### src/rtl/fetch_stage_if.sv
// Instruction-memory request/response bus between the fetch stage and imem.
interface fetch_stage_if;
    logic        imem_req;
    logic [31:0] imem_addr;
    logic        imem_ack;
    logic [31:0] imem_rdata;

    modport master (output imem_req, output imem_addr, input imem_ack, input imem_rdata);
    modport slave  (input imem_req, input imem_addr, output imem_ack, output imem_rdata);
endinterface

### src/rtl/fetch_stage.sv
// Instruction-fetch front end: PC generation, imem requests, 2-entry fetch buffer
// feeding the IF/ID register, with redirect flush and stale-response dropping.
module fetch_stage #(
    parameter logic [31:0] RESET_PC = 32'h0000_3000,
    parameter logic [31:0] INST_NOP = 32'h0000_0000
) (
    input  logic                 clk,
    input  logic                 rst,
    input  logic                 stall,
    input  logic                 redirect,
    input  logic [31:0]          redirect_pc,
    fetch_stage_if.master        imem,
    output logic [31:0]          Instruction_IF,
    output logic [31:0]          PC_Addr_IF,
    output logic                 fetch_valid
);
    localparam int unsigned XLEN = 32;
    localparam int unsigned CW   = 2;

    typedef enum logic [1:0] {IDLE, REQ, DROP} state_t;

    state_t            state;
    logic [XLEN-1:0]   pc;
    logic [XLEN-1:0]   drop_addr;
    logic [XLEN-1:0]   inst_q [2];
    logic [XLEN-1:0]   pc_q   [2];
    logic [CW-1:0]     count;

    logic              pop;
    logic              push;
    logic              wr_idx;
    logic [CW-1:0]     count_next;

    assign fetch_valid    = (count != CW'(0));
    assign Instruction_IF = fetch_valid ? inst_q[0] : INST_NOP;
    assign PC_Addr_IF     = fetch_valid ? pc_q[0]   : XLEN'(0);

    assign imem.imem_req  = (state != IDLE);
    assign imem.imem_addr = (state == DROP) ? drop_addr : pc;

    assign pop        = fetch_valid && !stall && !redirect;
    assign push       = (state == REQ) && imem.imem_ack && !redirect;
    assign count_next = CW'(count - CW'(pop) + CW'(push));
    // Push lands in slot 1 only if the existing head survives this cycle.
    assign wr_idx     = (count == CW'(1)) && !pop;

    always_ff @(posedge clk or posedge rst) begin
        if (rst) begin
            state     <= REQ;
            pc        <= RESET_PC;
            drop_addr <= RESET_PC;
            count     <= CW'(0);
            inst_q[0] <= XLEN'(0);
            inst_q[1] <= XLEN'(0);
            pc_q[0]   <= XLEN'(0);
            pc_q[1]   <= XLEN'(0);
        end else if (redirect) begin
            count <= CW'(0);
            pc    <= redirect_pc;
            case (state)
                REQ: begin
                    if (imem.imem_ack) begin
                        state <= REQ;
                    end else begin
                        // Outstanding request must stay stable until its ack.
                        drop_addr <= pc;
                        state     <= DROP;
                    end
                end
                IDLE:    state <= REQ;
                DROP:    state <= imem.imem_ack ? REQ : DROP;
                default: state <= REQ;
            endcase
        end else begin
            count <= count_next;
            if (pop) begin
                inst_q[0] <= inst_q[1];
                pc_q[0]   <= pc_q[1];
            end
            if (push) begin
                inst_q[wr_idx] <= imem.imem_rdata;
                pc_q[wr_idx]   <= pc;
                pc             <= pc + XLEN'(4);
            end
            case (state)
                REQ: begin
                    if (push && count_next == CW'(2)) begin
                        state <= IDLE;
                    end
                end
                IDLE: begin
                    if (pop) begin
                        state <= REQ;
                    end
                end
                DROP: begin
                    if (imem.imem_ack) begin
                        state <= REQ;
                    end
                end
                default: state <= REQ;
            endcase
        end
    end
endmodule

### src/flat_wrapper.sv
// flat-port wrapper written by rule: the top's interface ports become plain ports
module fetch_stage_flat 
#(
    parameter logic [31:0] RESET_PC = 32'h0000_3000,
    parameter logic [31:0] INST_NOP = 32'h0000_0000
)
  (clk, rst, stall, redirect, redirect_pc, Instruction_IF, PC_Addr_IF, fetch_valid, imem_imem_req, imem_imem_addr, imem_imem_ack, imem_imem_rdata);
  fetch_stage_if imem_i ();
  input  logic clk;
  input  logic rst;
  input  logic stall;
  input  logic redirect;
  input  logic [31:0] redirect_pc;
  output logic [31:0] Instruction_IF;
  output logic [31:0] PC_Addr_IF;
  output logic fetch_valid;
  output wire logic [$bits(imem_i.imem_req)-1:0] imem_imem_req;
  output wire logic [$bits(imem_i.imem_addr)-1:0] imem_imem_addr;
  input wire logic [$bits(imem_i.imem_ack)-1:0] imem_imem_ack;
  input wire logic [$bits(imem_i.imem_rdata)-1:0] imem_imem_rdata;
  assign imem_imem_req = imem_i.imem_req;
  assign imem_imem_addr = imem_i.imem_addr;
  assign imem_i.imem_ack = imem_imem_ack;
  assign imem_i.imem_rdata = imem_imem_rdata;
  fetch_stage #(.RESET_PC(RESET_PC), .INST_NOP(INST_NOP)) u_core (.clk(clk), .rst(rst), .stall(stall), .redirect(redirect), .redirect_pc(redirect_pc), .imem(imem_i), .Instruction_IF(Instruction_IF), .PC_Addr_IF(PC_Addr_IF), .fetch_valid(fetch_valid));
endmodule
### config.mk
export PLATFORM = sky130hd
export DESIGN_NAME = fetch_stage_flat
export DESIGN_NICKNAME = d
export VERILOG_FILES = /design/src/rtl/fetch_stage_if.sv /design/src/rtl/fetch_stage.sv /design/src/flat_wrapper.sv
export SDC_FILE = /design/constraint.sdc
export NUM_CORES = 1
export LEC_CHECK = 0
export CAP_MARGIN = 20
export CORE_ASPECT_RATIO = 1.1
export CORE_MARGIN = 2
export CORE_UTILIZATION = 25
export DETAILED_ROUTE_END_ITERATION = 6
export PLACE_DENSITY = 0.42
export SETUP_SLACK_MARGIN = 0.3
export SLEW_MARGIN = 40
export SYNTH_ARGS = -nofsm -noshare
export SYNTH_HDL_FRONTEND = slang
export SYNTH_SLANG_ARGS = --single-unit
export TNS_END_PERCENT = 5
### constraint.sdc
create_clock -name clk -period 8.41 [get_ports clk]
set_input_delay 1.682 -clock clk [delete_from_list [all_inputs] [get_ports clk]]
set_output_delay 1.682 -clock clk [all_outputs]
set_load 0.005 [all_outputs]
==> metrics.cfg, run 1 <==
[outcome]
status = finished clean

[synthesis]
ys.flop_type = dfrtp_1
synth.most_common_cell = dfrtp_1
yosys.area.top_type = dfrtp_1
synth.area.mux_share_pct = 14.42
synth_top_family_by_area = simple AND/OR/NAND/NOR gates
synthAdderAreaFrac_pct = 0.8154
synth_top_area_share_pct = 51.92
syn_area_per_cell_um2 = 10.12
synthArstFlopShare_pct = 100.0
yosys_warnings = 0
synth_enable_flop_cells = 0
synth_compound_area_share_pct = 7.135
syn-cell-area_um2 = 9206
synth_nets = 985
ys_types = 36
ys_top_cells_by_area = dfrtp_1 (52%), mux2_2 (14%), nand2_1 (7.5%)
synth_cells = 910
ys_top_cells_by_count = dfrtp_1 (191), nand2_1 (184), mux2_2 (117)
synth_simple_gate_area_share_pct = 17.90
synth_xor_area_share_pct = 2.949
yosysSeqAreaShare_pct = 53.34
ys_seq_elements = 196

[worst_setup_path]
regToRegSetupSlack_ps = 5540
path_common_cell = ha_1
path_delay_family = simple AND/OR/NAND/NOR gates
cpPeakStageDelay_ps = 550
crit_cells = 12
reg2reg_depth = 11
worstPathCellList = buf_2 -> buf_4 -> or3_4 -> inv_2 -> ha_1 -> inv_1 -> ha_1 -> xor2_1 -> xnor2_1 -> or4_1 -> o21a_1 -> o31a_1
r2r-start = u_core.count[1]
timing.rr.end = u_core.state[0]
cp-startpoint = redirect
setup.worst_path.end = u_core.state[0]
critical_path.slowest_cell = or3_4
worst_setup_path_start_kind = input port
crit_buf_inv = 4
cp.required_ps = 8780
worstSetupEndpointType = flip-flop
crit_arrival_ps = 4570
cp_max_fo = 69
crit_type = input port to flip-flop

[min_path]
hp-start = u_core.drop_addr[23]
hold_class = flip-flop to flip-flop

[sta]
finalCritPeriodShare_pct = 49.94
final-max-slew-violation-count = 0
max_freq_mhz = 238.1
rsz0062_at_grt = false
hold_slack_ps = 487.6
tightest_slew_ps = 785.8
clock_skew_ps = 14.88
period_needed_ps = 4200
finalSetupViolCount = 0
hold_violations = 0
tns_ps = 0
relSlewSlack_pct = 47.62

[global_route]
antenna_found_initial = 1
grt_pass1_vias = 6856
grt_overflow = 0
grt_max_degree = 128
grt.total_usage_pct = 13.94
grt_pass1_wl_um = 41180

[detailed_routing]
first_iter_violations = 415
routedWlPerCell_um = 17.11
firstDrtPassIters = 4
vias = 6899
drt_wl_total_um = 26280
vias_per_cell = 4.492
drc = 0
final_antenna_net_count = 0

[place]
hpwl_um = 16170
io_buffers = 166
place_congestion = 0.7067

[cts]
cts.sink_count = 196
cts_tree = yes
cts_root_buf = clkbuf_16
clkLatencyLatePin_ps = 440
htreeDepth = 4
ctsHoldBuffers = 0
cts_buffer_depth = 2
cts_buffers = 17
post_cts_buffers = 0
cts_resized = 0
clk_pin_slew_worst_paths_ps = 80

[die]
initial_core_util_pct = 25.39
core_um2 = 36260
die_y_um = 205.3
die-area_um2 = 38380
dieWidth_um = 187.0
pin_count = 167
num_rows = 73

[layout]
syn_to_final_growth_pct = 29.25
drive_gt1_share_pct = 16.49
final_nets = 1111
n_antenna_cell = 0

[power_and_ir_drop]
p_per_area_nw_per_um2 = 304.3
p_leak_nw = 5.015
ir_worst_vdd_uv = 156.8

[job]
cap_viol_max_count = 0

how the worst min path moves through the flow:
stage	to	slack (ps)	cells past startpoint
floorplan	u_core.drop_addr[17]	450	2
global placement	u_core.drop_addr[23]	460	2
detailed placement	u_core.drop_addr[23]	480	2
CTS	u_core.drop_addr[23]	490	2
global route	flip-flop	520	1
finish	u_core.drop_addr[23]	490	2
power breakdown:
part,switching (mW),total [mW],internal [mW]
sequential,0.205,1.53,1.32
combinational,0.566,1.29,0.725
clock,0.405,0.802,0.397
total,1.18,3.62,2.44
logic make-up (layout without fill, tap and decap cells):
family | count (synthesis) | count (layout)
DFF | 196 | 196
xor gates and xnor gates | 31 | 31
and+or+nand+nor | 365 | 365
muxes | 118 | 118
adders and majority gates | 6 | 6
buffers and inverters | 82 | 221
AOI/OAI and AO/OA | 112 | 112
cell type report:
class                           instances  area [um2]
Clock buffer                           18       439.2
Fill cell                            3739       24360
Timing Repair Buffer                  172        1725
Inverter                               17       78.83
Multi-Input combinational cell        632        4019
Clock inverter                         14       116.4
Tap cell                              487       609.3
Sequential cell                       196        4911
routing by layer:
| layer | track usage [%] | vias to the layer above | part of all wire (%) |
|---|---|---|---|
| met5 | 0 | - | 0 |
| met1 | 19.34 | 3440 | 49 |
| met3 | 2.900 | 9 | 3.7 |
| met4 | 2.976 | 0 | 0.67 |
| met2 | 22.44 | 134 | 47 |
| li1 | - | 3316 | - |
tightest hold or removal path, cell delays in order, from the launching register on:
cell     delay (ps)
dfrtp_1         350
nand2_1          50
o21ai_0          60
through the flow:
stage	total power [mW]	utilization, %	setup WS [ps]	instances	cell area, um2
2_1_floorplan	2.237	-	1396	910	9206
3_3_place_gp	2.840	31.13	3361	1503	11290
3_5_place_dp	2.878	31.28	3700	1504	11340
4_1_cts	3.701	32.81	4172	1536	11900
5_1_grt	3.895	32.81	4011	1536	11900
6_report	3.621	32.81	4210	1536	11900
cell usage in the layout, fill, tap and decap left out, types with 5 or more instances in the layout:
cell type	instances
mux2_2	117
and2_1	64
clkdlybuf4s50_1	165
a31oi_1	64
nor3_1	6
inv_6	6
ha_1	5
xor2_1	9
clkbuf_16	17
nor2_1	75
inv_1	14
dfrtp_1	191
nand3_1	8
o21ai_0	41
xnor2_1	22
nand2_1	182
dfstp_2	5
nor4_1	7
No activity file was read; power rests on OpenSTA's default activity.
==> inputs of run 2 (changes only) <==
Clock period 8.41 ns to 3.89 ns, I/O delays scaled along.
==> run 2 against run 1 <==
Final area up 1.6%. Register-to-register slack lost 4300 ps. Critical path depth decreased by 7. Non-clock buffer count increased by 11. Clock skew about the same. Largest power group unchanged. Combinational power increased by 120%. First-iteration DRC count decreased by 13%. Via count decreased by 0.39%. Count of clock-buffer cells in the layout unchanged. Wire length fell by 1.0%. Utilization is 0.52 points higher. Largest cell class unchanged. Sequential share of layout area decreased by 0.65 points. Highest routed layer unchanged.
==> metrics.cfg, run 2 (synthesis results as in run 1) <==
[sta]
period_needed_ps = 3373
final-max-slew-violation-count = 0  ; unchanged
finalCritPeriodShare_pct = 86.72
rsz0062_at_grt = false  ; unchanged
hold_slack_ps = 481.7  ; was 487.6 ps
max_freq_mhz = 296.5
clock_skew_ps = 15.13  ; was 14.88 ps
finalSetupViolCount = 0  ; unchanged
relSlewSlack_pct = 54.56  ; was 47.62%
tns_ps = 0  ; unchanged
hold_violations = 0  ; unchanged
tightest_slew_ps = 681.0  ; was 785.8 ps

[worst_setup_path]
worstPathCellList = inv_1 -> ha_2 -> buf_4 -> mux2_2 -> clkdlybuf4s50_1  ; was buf_2 -> buf_4 -> or3_4 -> inv_2 -> ha_1 -> inv_1 -> ha_1 -> xor2_1 -> xnor2_1 -> or4_1 -> o21a_1 -> o31a_1
cp.required_ps = 3110  ; was 8780 ps
cp_max_fo = 24  ; was 69
worstSetupEndpointType = output pin  ; was flip-flop
path_delay_family = buffers and inverters  ; was simple AND/OR/NAND/NOR gates
cp-startpoint = u_core.state[0]  ; was redirect
r2r-start = u_core.state[0]  ; was u_core.count[1]
critical_path.slowest_cell = ha_2  ; was or3_4
cpPeakStageDelay_ps = 590  ; was 550 ps
crit_buf_inv = 3  ; was 4
crit_arrival_ps = 2600  ; was 4570 ps
crit_type = flip-flop to output pin  ; was input port to flip-flop
worst_setup_path_start_kind = flip-flop  ; was input port

[die]
core_um2 = 36260  ; unchanged
dieWidth_um = 187.0  ; unchanged
die_y_um = 205.3  ; unchanged
die-area_um2 = 38380  ; unchanged
pin_count = 167  ; unchanged
initial_core_util_pct = 25.39  ; unchanged
num_rows = 73  ; unchanged

[layout]
drive_gt1_share_pct = 17.26  ; was 16.49%
fill_cells = 3738  ; was 3739
final_common_cell = dfrtp_1  ; unchanged
final_nets = 1122  ; was 1111
final_cell_mix = dfrtp_1 (191), nand2_1 (182), clkdlybuf4s50_1 (165)  ; unchanged
syn_to_final_growth_pct = 31.31  ; was 29.25%

[global_route]
antenna_found_initial = 1  ; unchanged
grt_pass1_wl_um = 41300  ; was 41180 um
grt_max_degree = 68  ; was 128
grt_pass1_vias = 6938  ; was 6856
grt.total_usage_pct = 13.94  ; about the same
grt_overflow = 0  ; unchanged

[place]
io_buffers = 166  ; unchanged
hpwl_um = 17000  ; was 16170 um
place_congestion = 0.7100  ; was 0.7067

[job]
cap_viol_max_count = 0  ; unchanged

[cts]
cts_resized = 0  ; unchanged
cts_root_buf = clkbuf_16  ; unchanged
cts.sink_count = 196  ; unchanged
post_cts_buffers = 0  ; unchanged
cts_buffers = 17  ; unchanged
cts_buffer_depth = 2  ; unchanged
clk_pin_slew_worst_paths_ps = 70  ; was 80 ps
clkLatencyLatePin_ps = 440  ; about the same
ctsHoldBuffers = 0  ; unchanged
htreeDepth = 4  ; unchanged
cts_tree = yes  ; unchanged

[detailed_routing]
routedWlPerCell_um = 16.81  ; was 17.11 um
vias_per_cell = 4.439  ; was 4.492
drc = 0  ; unchanged
firstDrtPassIters = 5  ; was 4
final_antenna_net_count = 0  ; unchanged
vias = 6872  ; was 6899
first_iter_violations = 362  ; was 415
drt_wl_total_um = 26020  ; was 26280 um

[power_and_ir_drop]
pwr-share-clk_pct = 24.3  ; was 22.2%
ir_worst_vdd_uv = 338.2  ; was 156.8 uV
p_leak_nw = 5.108  ; was 5.015 nW
switching_power_mw = 2.524  ; was 1.177 mW
seqPwrFrac_pct = 40.9  ; was 42.2%
switching_share_pct = 31.22  ; was 32.49%
p_int_mw = 5.561  ; was 2.444 mW
p_comb_share_pct = 34.8  ; was 35.7%
p_per_area_nw_per_um2 = 668.8  ; was 304.3 nW/um2

[min_path]
hp-start = u_core.drop_addr[20]  ; was u_core.drop_addr[23]
hold_class = flip-flop to flip-flop  ; unchanged

[outcome]
status = finished clean  ; unchanged

==> run 2: through the flow <==
stage / worst slack [ps] / std cells / area [um2] / total power, mW / util [%]
after global placement: 636.2 / 1514 / 11410 / 6.194 / 31.46
after CTS: 440.0 / 1546 / 12060 / 8.261 / 33.26
final: 516.8 / 1548 / 12090 / 8.086 / 33.34
after detailed placement: 608.0 / 1514 / 11420 / 6.249 / 31.49
after floorplan: 583.7 / 910 / 9210 / 4.837 / -
after global routing: 339.8 / 1547 / 12090 / 8.712 / 33.33
==> run 2: final cells by class <==
| class | count | area (um2) | share of cell area, % |
|---|---|---|---|
| antenna | 1 | 2.502 | 0.02070 |
| clock inverter | 14 | 211.5 | 1.749 |
| sequential | 196 | 4911 | 40.62 |
| clock buffer | 18 | 429.2 | 3.550 |
| multi-input combinational | 632 | 4009 | 33.16 |
| timing repair buffer | 183 | 1849 | 15.30 |
| inverter | 17 | 67.56 | 0.5589 |
| tap | 487 | 609.3 | 5.040 |
==> run 2: metal layers <==
layer | wire length [um] | part of all wire, % | global-route usage [%] | vias up
met1 | 12770 | 49 | 19.13 | 3387
met3 | 792 | 3.0 | 2.593 | 12
met2 | 12270 | 47 | 22.86 | 134
met5 | 0 | 0 | 0 | -
li1 | - | - | - | 3339
met4 | 182 | 0.70 | 3.090 | 0
==> run 2: power groups by stage <==
stage,logic [mW],clock network (mW),registers [mW]
2_1_floorplan,1.65,0,3.19
3_3_place_gp,2.85,0,3.34
3_5_place_dp,2.89,0,3.36
4_1_cts,2.90,2.04,3.32
5_1_grt,3.15,2.12,3.43
6_report,2.81,1.96,3.31
==> run 2: path summary, 6_finish.rpt <==
kind	slack (ps)	to	cells after the start
hold reg to reg	480	u_core.drop_addr[20]	2
setup / recovery	520	imem_imem_addr[16]	5
min in group asynchronous	720	u_core.inst_q[32]	2
hold / removal	480	u_core.drop_addr[20]	2
setup reg to reg	1250	u_core.state[0]	9
max in group asynchronous	2440	u_core.state[0]	3
==> run 2: tightest hold or removal path, stage by stage, from the launching register on <==
cell	delay [ps]
dfrtp_1	350
nand2_1	40
o21ai_0	60
==> inputs of run 3 (changes only) <==
Settings changed: CORE_UTILIZATION 25 to 48, PLACE_DENSITY 0.42 to 0.75.
Clock period 3.89 ns to 2.8 ns, I/O delays scaled along.
==> run 3 against run 2 <==
Die area is 47% lower. Flip-flop and latch count unchanged. Sequential share of layout area increased by 0.14 points. Count of clock-buffer cells in the layout up 3. First-iteration DRC count increased by 23%. Via count up 4.2%. Sequential power is 40% higher. Hold slack better by 4.5 ps. Combinational power increased by 47%.
==> metrics.cfg, run 3 (synthesis results as in run 1) <==
[power_and_ir_drop]
switching_share_pct = 30.60  ; was 31.22%
switching_power_mw = 3.488  ; was 2.524 mW
pwr-share-clk_pct = 23.1  ; was 24.3%
p_per_area_nw_per_um2 = 946.4  ; was 668.8 nW/um2
seqPwrFrac_pct = 40.5  ; was 40.9%
ir_worst_vdd_uv = 469.7  ; was 338.2 uV
p_comb_share_pct = 36.3  ; was 34.8%
p_total_mw = 11.40  ; was 8.086 mW
p_int_mw = 7.913  ; was 5.561 mW
p_leak_nw = 5.357  ; was 5.108 nW

[global_route]
antenna_found_initial = 0  ; was 1
grt_overflow = 0  ; unchanged
grt_max_degree = 83  ; was 68
grt_pass1_wl_um = 36920  ; was 41300 um
grt.total_usage_pct = 23.11  ; was 13.94%
grt_pass1_vias = 7173  ; was 6938

[sta]
rsz0062_at_grt = true  ; was false
tns_ps = 0  ; unchanged
relSlewSlack_pct = 46.33  ; was 54.56%
clock_skew_ps = 8.257  ; was 15.13 ps
hold_slack_ps = 486.2  ; was 481.7 ps
finalCritPeriodShare_pct = 95.46
finalSetupViolCount = 0  ; unchanged
period_needed_ps = 2673
max_freq_mhz = 374.1
tightest_slew_ps = 805.0  ; was 681.0 ps
final-max-slew-violation-count = 0  ; unchanged
hold_violations = 0  ; unchanged

[worst_setup_path]
cpPeakStageDelay_ps = 550  ; was 590 ps
worst_setup_path_start_kind = flip-flop  ; unchanged
worstSetupEndpointType = output pin  ; unchanged
path_delay_family = buffers and inverters  ; unchanged
crit_buf_inv = 4  ; was 3
cp_max_fo = 11  ; was 24
crit_type = flip-flop to output pin  ; unchanged
crit_arrival_ps = 2110  ; was 2600 ps
critical_path.slowest_cell = dfstp_2  ; was ha_2
cp.required_ps = 2240  ; was 3110 ps
worstPathCellList = inv_2 -> ha_4 -> buf_8 -> buf_4 -> nand2_1 -> o21ai_2 -> clkdlybuf4s50_1  ; was inv_1 -> ha_2 -> buf_4 -> mux2_2 -> clkdlybuf4s50_1

[cts]
cts_root_buf = clkbuf_16  ; unchanged
cts_buffer_depth = 2  ; unchanged
htreeDepth = 4  ; unchanged
cts_buffers = 17  ; unchanged
clkLatencyLatePin_ps = 430  ; was 440 ps
cts_tree = yes  ; unchanged
cts.sink_count = 196  ; unchanged
ctsHoldBuffers = 0  ; unchanged
clk_pin_slew_worst_paths_ps = 70  ; about the same

[layout]
syn_to_final_growth_pct = 30.85  ; was 31.31%
instances_no_fill = 1329  ; was 1548
n_antenna_cell = 0  ; was 1
final_cell_mix = dfrtp_1 (191), nand2_1 (182), clkdlybuf4s50_1 (143)  ; was dfrtp_1 (191), nand2_1 (182), clkdlybuf4s50_1 (165)
final_common_cell = dfrtp_1  ; unchanged
register_area_um2 = 4911  ; unchanged
drive_gt1_share_pct = 19.69  ; was 17.26%
multi_input_area_um2 = 4040  ; was 4009 um2
final_nets = 1144  ; was 1122
fill_cells = 1560  ; was 3738
stdcell_area_um2 = 12050  ; was 12090 um2

[detailed_routing]
drc = 0  ; unchanged
vias_per_cell = 5.389  ; was 4.439
final_antenna_net_count = 0  ; unchanged
drt_wl_total_um = 22990  ; was 26020 um
vias = 7162  ; was 6872
routedWlPerCell_um = 17.30  ; was 16.81 um
first_iter_violations = 446  ; was 362
firstDrtPassIters = 5  ; unchanged

[die]
die_y_um = 149.3  ; was 205.3 um
num_rows = 53  ; was 73
dieWidth_um = 136.0  ; was 187.0 um
die-area_um2 = 20300  ; was 38380 um2
pin_count = 167  ; unchanged
initial_core_util_pct = 48.54  ; was 25.39%
core_um2 = 18970  ; was 36260 um2

[min_path]
hold_class = flip-flop to flip-flop  ; unchanged

[job]
cap_viol_max_count = 0  ; unchanged

[place]
dp_cells = 1285  ; was 1514
io_buffers = 166  ; unchanged
hpwl_um = 14610  ; was 17000 um
place_congestion = 0.7759  ; was 0.7100
post_dp_cell_area_um2 = 11230  ; was 11420 um2

[outcome]
status = finished clean  ; unchanged

[run 3: what timing repair did]
item                                    4_1_cts  5_1_grt
pin swaps                                     0        1
endpoints found under the setup margin       98      104
resized for setup                            38       13
setup buffers                                 7        4
gates cloned                                  0        1
[run 3: routing by layer]
metal  up-vias  GRT usage [%]  share of wire (%)
met4         0          7.813                1.8
li1       3379              -                  -
met2       208          38.09                 49
met3        31          4.145                5.3
met1      3544          30.89                 44
met5         -              0                  0
[run 3: final cells by class]
cell class / instances / share of cell area, %
flip-flops and latches: 196 / 40.77
inverters: 17 / 0.6647
clock inverters: 11 / 1.423
repair buffers: 204 / 17.06
repair inverters: 1 / 0.07270
clock buffers: 21 / 3.905
well taps: 247 / 2.565
multi-input cells: 632 / 33.54
[run 3: path summary, 6_finish.rpt]
kind / end / slack (ps) / startpoint / cells past startpoint
max in group asynchronous: u_core.state[0] / 1460 / rst / 3
min: u_core.drop_addr[20] / 490 / u_core.drop_addr[20] / 2
min reg2reg: u_core.drop_addr[20] / 490 / u_core.drop_addr[20] / 2
max reg2reg: u_core.state[0] / 280 / u_core.state[0] / 10
max: imem_imem_addr[26] / 130 / u_core.state[0] / 7
min in group asynchronous: u_core.inst_q[35] / 550 / rst / 2
[run 3: power by group through the flow]
stage / Combinational (mW) / Clock, mW / Sequential (mW)
after detailed placement: 3.99 / 0 / 4.64
final: 4.14 / 2.64 / 4.62
after global placement: 3.88 / 0 / 4.58
after CTS: 4.05 / 2.68 / 4.60
after floorplan: 2.29 / 0 / 4.43
after global routing: 4.56 / 2.81 / 4.76
[run 3: through the flow]
step | util (%) | setup WS, ps
after global placement | 59.24 | -312.6
after detailed placement | 59.24 | -335.2
after global routing | 63.52 | 64.35
final | 63.52 | 127.1
after floorplan | - | -288.3
after CTS | 63.01 | 106.1
[run 3: worst register-to-register path, cell delays in order, from the launching register on]
cell      delay [ps]
dfstp_2          550
buf_4            120
ha_1             280
nand3b_1         130
inv_1            100
ha_1             160
xor2_1           180
xnor2_1          100
or4_4            420
o21a_1           190
o31a_1           230
